File: config.mk
export PLATFORM = sky130hd
export DESIGN_NAME = pc_sequencer
export DESIGN_NICKNAME = d
export VERILOG_FILES = /design/src/rtl/pc_sequencer_pkg.sv /design/src/rtl/pc_sequencer_add_four.sv /design/src/rtl/pc_sequencer.sv
export SDC_FILE = /design/constraint.sdc
export NUM_CORES = 1
export LEC_CHECK = 0
export CORE_MARGIN = 2
export CORE_UTILIZATION = 45
export CTS_BUF_LIST = sky130_fd_sc_hd__clkbuf_8
export CTS_CLUSTER_DIAMETER = 200
export DETAILED_ROUTE_END_ITERATION = 12
export GPL_TIMING_DRIVEN = 0
export HOLD_SLACK_MARGIN = 0.06
export PLACE_DENSITY = 0.71
export SETUP_SLACK_MARGIN = 0.02
export SLEW_MARGIN = 10
export SYNTH_ARGS = -nofsm -noshare
export SYNTH_HDL_FRONTEND = slang
export SYNTH_HIERARCHICAL = 1
export SYNTH_SLANG_ARGS = --single-unit
File: constraint.sdc
create_clock -name clk -period 24.4 [get_ports clk]
set_input_delay 4.88 -clock clk [delete_from_list [all_inputs] [get_ports clk]]
set_output_delay 4.88 -clock clk [all_outputs]
set_load 0.01 [all_outputs]
File: src/rtl/pc_sequencer_pkg.sv
// Shared definitions for the PC sequencer: FSM state encodings and the
// instruction-word byte stride.
package pc_sequencer_pkg;

    localparam int unsigned INSTR_BYTES = 4;

    typedef enum logic [1:0] {
        ST_IDLE  = 2'd0,
        ST_REQ   = 2'd1,
        ST_STALL = 2'd2
    } state_e;

endpackage

File: src/rtl/pc_sequencer_add_four.sv
// Combinational incrementer: adds one instruction-word stride, modulo 2^SIZE.
module add_Four
    import pc_sequencer_pkg::*;
#(
    parameter int unsigned SIZE = 64
) (
    input  logic [SIZE-1:0] in_val,
    output logic [SIZE-1:0] out_val
);

    assign out_val = in_val + SIZE'(INSTR_BYTES);

endmodule

File: src/rtl/pc_sequencer.sv
// Instruction-fetch PC sequencer: issues word-aligned fetch requests, tracks
// redirects around outstanding fetches and reports completed fetches.
module pc_sequencer
    import pc_sequencer_pkg::*;
#(
    parameter int unsigned    SIZE     = 64,
    parameter logic [SIZE-1:0] RESET_PC = '0
) (
    input  logic            clk,
    input  logic            reset,
    input  logic            stall,
    input  logic            redirect_valid,
    input  logic [SIZE-1:0] redirect_pc,
    output logic            imem_req,
    output logic [SIZE-1:0] imem_addr,
    input  logic            imem_ack,
    output logic            fetch_valid,
    output logic [SIZE-1:0] fetch_pc,
    output logic [SIZE-1:0] fetch_pc4
);

    localparam logic [SIZE-1:0] ALIGN_MASK  = ~SIZE'(INSTR_BYTES - 1);
    localparam logic [SIZE-1:0] RESET_PC_AL = RESET_PC & ALIGN_MASK;

    state_e          state_q, state_d;
    logic [SIZE-1:0] pc_q, pc_d;
    logic            pend_q, pend_d;
    logic [SIZE-1:0] pend_pc_q, pend_pc_d;
    logic            req_q, req_d;
    logic            fetch_valid_q, fetch_valid_d;
    logic [SIZE-1:0] fetch_pc_q, fetch_pc_d;
    logic [SIZE-1:0] fetch_pc4_q, fetch_pc4_d;

    logic [SIZE-1:0] pc_inc;
    logic [SIZE-1:0] link_inc;
    logic [SIZE-1:0] redirect_al;

    assign redirect_al = redirect_pc & ALIGN_MASK;

    add_Four #(.SIZE(SIZE)) u_pc_inc (
        .in_val  (pc_q),
        .out_val (pc_inc)
    );

    add_Four #(.SIZE(SIZE)) u_link_inc (
        .in_val  (pc_q),
        .out_val (link_inc)
    );

    // Next-state, PC update and completion reporting
    always_comb begin
        state_d       = state_q;
        pc_d          = pc_q;
        pend_d        = pend_q;
        pend_pc_d     = pend_pc_q;
        fetch_valid_d = 1'b0;
        fetch_pc_d    = fetch_pc_q;
        fetch_pc4_d   = fetch_pc4_q;

        unique case (state_q)
            ST_IDLE: begin
                state_d = ST_REQ;
            end
            ST_REQ: begin
                if (imem_ack) begin
                    // A same-cycle redirect beats a pending one; either discards the word
                    if (redirect_valid) begin
                        pc_d = redirect_al;
                    end else if (pend_q) begin
                        pc_d = pend_pc_q;
                    end else begin
                        pc_d          = pc_inc;
                        fetch_valid_d = 1'b1;
                        fetch_pc_d    = pc_q;
                        fetch_pc4_d   = link_inc;
                    end
                    pend_d  = 1'b0;
                    state_d = stall ? ST_STALL : ST_REQ;
                end else if (redirect_valid) begin
                    pend_d    = 1'b1;
                    pend_pc_d = redirect_al;
                end
            end
            ST_STALL: begin
                if (redirect_valid) begin
                    pc_d = redirect_al;
                end
                if (!stall) begin
                    state_d = ST_REQ;
                end
            end
            default: begin
                state_d = ST_IDLE;
            end
        endcase

        req_d = (state_d == ST_REQ);
    end

    always_ff @(posedge clk or posedge reset) begin
        if (reset) begin
            state_q       <= ST_IDLE;
            pc_q          <= RESET_PC_AL;
            pend_q        <= 1'b0;
            pend_pc_q     <= '0;
            req_q         <= 1'b0;
            fetch_valid_q <= 1'b0;
            fetch_pc_q    <= '0;
            fetch_pc4_q   <= '0;
        end else begin
            state_q       <= state_d;
            pc_q          <= pc_d;
            pend_q        <= pend_d;
            pend_pc_q     <= pend_pc_d;
            req_q         <= req_d;
            fetch_valid_q <= fetch_valid_d;
            fetch_pc_q    <= fetch_pc_d;
            fetch_pc4_q   <= fetch_pc4_d;
        end
    end

    assign imem_req    = req_q;
    assign imem_addr   = pc_q;
    assign fetch_valid = fetch_valid_q;
    assign fetch_pc    = fetch_pc_q;
    assign fetch_pc4   = fetch_pc4_q;

endmodule

==> metrics.yaml <==
ys_ff_latch: 259
synthArstFlopShare_pct: 100.0
synth_edf_count: 0
place_inst: 1932
finalMaxSlewViolations: 0
synth_top_area_cell: "dfrtp_1"
routabilityCongestion: 0.8925
critPathRequiredTime_ns: 19.52
synth_cell_types: 47
ctsHoldBuffers: 0
clkTransAtPathRegs_ns: 0.06
crit_arrival_ns: 1.94
design.core.area_um2: 30590
yosysSeqAreaShare_pct: 46.26
drive_gt1_share_pct: 18.78
netlist_instances: 1274
drc: 0
cts.sinks: 259
hold_viol_final: 0
crit_chain: "clkdlybuf4s50_1"
start_util_pct: 45.80
portBuffers: 260
crit_slowest_cell: "dfrtp_1"
grt_pass1_wl_um: 68450
wirelength_um: 43220
via_per_inst: 5.871
post_drt_wl_per_cell_um: 21.41
cts_tree: "built"
synth_common_cells: "dfrtp_1 (259), mux2_2 (161), nand3_1 (122)"
die_h_um: 180.4
yosys_warnings: 6
cp-start-kind: "flip-flop"
grt_max_degree: 109
holdWs_ns: 0.4906
finalPower_mw: 2.027
drv_cap: 0
areaGrowthSynthToFinish_pct: 29.09
crit_path_max_incr_delay_ns: 0.72
max_clock_freq_mhz: 146.6
gr-usage-all-layers_pct: 26.10
regArea_um2: 6481
dr.pass1.iters: 8
crit_family: "flip-flops"
clk_latency_ns: 0.58
cp-end-kind: "output port"
drtAntennaViolNets: 0
num-nets-final: 1655
hpwl_um: 30170
fin_skew_ns: 0.02293
dieArea_um2: 32560
utilization_pct: 59.12
syn-cell-area_um2: 14010
grt_pass1_vias: 12000
cts_setup_buffers: 0
synthTopCellsByArea: "dfrtp_1 (46%), mux2_2 (13%), nand3_1 (4.4%), xnor2_1 (4.0%), a2111oi_0 (3.9%)"
powerDensity_nw_per_um2: 112.1
synth_top_area_share_pct: 46.26
crit_buf_inv: 1
vias: 11850
clockRootBuffer: "clkbuf_8"
fin_crit_ns: 6.822
numCtsBuffers: 46
synth_most_common_cell: "dfrtp_1"
rsz0062_at_grt: "no"
final.fill_count: 2636
setup_viol: 0
num_rows: 64
drt_iter0_drc: 919
setup_tns_ns: 0
min_period_over_period_pct: 27.96
ys.flop_type: "dfrtp_1"
p_leak_nw: 7.333
htree_levels: 2
overflow: 0
outcome: "complete, no violations"
pin_count: 263
setup.worst_path.class: "reg2out"
die_w_um: 180.4
post_cts_resized: 0
clock_path_buffers: 3
peakVddDrop_uv: 77.50
worst_slew_pin_slew_ns: 0.8856
synth_nets: 1345
fin_cells: 2019
relSlewSlack_pct: 40.42
hold_path_class: "reg2reg"
antenna_found_initial: 4
syn_avg_cell_area_um2: 11.00
multi_input_area_um2: 6985
path_max_fanout: 15
==> placed cells by master, fill, tap and decap left out, drive strengths merged, types with 2 or more instances in the layout <==
master / Yosys / final
dfrtp: 259 / 259
nand4: 44 / 44
nor2b: 66 / 66
nor3: 22 / 22
diode: 0 / 4
nor4: 16 / 16
o21ai: 2 / 2
nand2: 44 / 44
nor4b: 2 / 2
a22oi: 2 / 2
ha: 2 / 2
nand3b: 2 / 2
buf: 33 / 35
clkdlybuf4s50: 0 / 260
clkbuf: 57 / 112
and4: 10 / 10
nand3: 124 / 124
xor2: 56 / 56
o31ai: 62 / 62
nor2: 51 / 51
clkinv: 0 / 13
inv: 19 / 33
xnor2: 64 / 64
a21oi: 62 / 62
a2111oi: 62 / 62
nor3b: 2 / 2
and3: 12 / 12
mux2: 190 / 190
nand2b: 3 / 3
==> through the flow <==
| step | setup WS, ns | instance area [um2] |
|---|---|---|
| 2_1_floorplan | 12.39 | 14010 |
| 5_1_grt | 17.49 | 18080 |
| 3_5_place_dp | 17.13 | 17170 |
| 4_1_cts | 17.56 | 18070 |
| 3_3_place_gp | 8.919 | 17110 |
| 6_report | 17.58 | 18080 |
==> flip-flops by register name, summed over array words and instances (netlist names) <==
name	cells
fetch_pc4	64
fetch_pc	64
imem_addr	64
pend_pc_q	62
state_q	2
fetch_valid	1
imem_req	1
pend_q	1
==> kinds of logic (layout without fill, tap and decap cells) <==
kind of cell             count (synthesis)  count (layout)  share of synthesized area, %
AO/OA/AOI/OAI                          193             193                         9.753
XOR/XNOR                               120             120                         7.502
adder cells (fa/ha/maj)                  2               2                        0.1786
buffers and inverters                  109             454                         3.876
flip-flops                             259             259                         46.26
multiplexers                           190             190                         15.81
other                                    0               4                             0
AND/OR/NAND/NOR                        401             401                         16.62
==> layout make-up <==
type | count | share of cell area, %
Buffer | 90 | 2.594
Clock buffer | 55 | 4.186
Clock inverter | 28 | 0.8164
Inverter | 19 | 0.4497
Timing Repair Buffer | 262 | 14.69
Multi-Input combinational cell | 906 | 38.63
Sequential cell | 259 | 35.84
Antenna cell | 4 | 0.05535
Tap cell | 396 | 2.740
==> layer usage <==
metal	global-route usage (%)	part of all wire, %
met1	34.92	42
met2	41.19	47
met3	6.447	8.4
met4	9.613	2.6
met5	0	0
==> report_power, final <==
group          switching (mW)  leakage [nW]  internal, mW  total [mW]
sequential              0.229          3.16         0.603       0.832
clock                   0.186         0.535         0.215       0.401
combinational           0.322          3.64         0.473       0.795
==> final timing paths <==
path / from / end / slack [ns] / depth (start not counted)
min in group asynchronous: reset / fetch_pc[54] / 4.86 / 2
max in group asynchronous: reset / fetch_pc4[28] / 18.24 / 4
max: imem_addr[37] / imem_addr[37] / 17.58 / 1
min: fetch_pc4[41] / fetch_pc4[41] / 0.49 / 1
max reg2reg: imem_addr[2] / imem_addr[56] / 20.98 / 9
min reg2reg: fetch_pc4[41] / fetch_pc4[41] / 0.49 / 1
No activity file was read; power rests on OpenSTA's default activity.
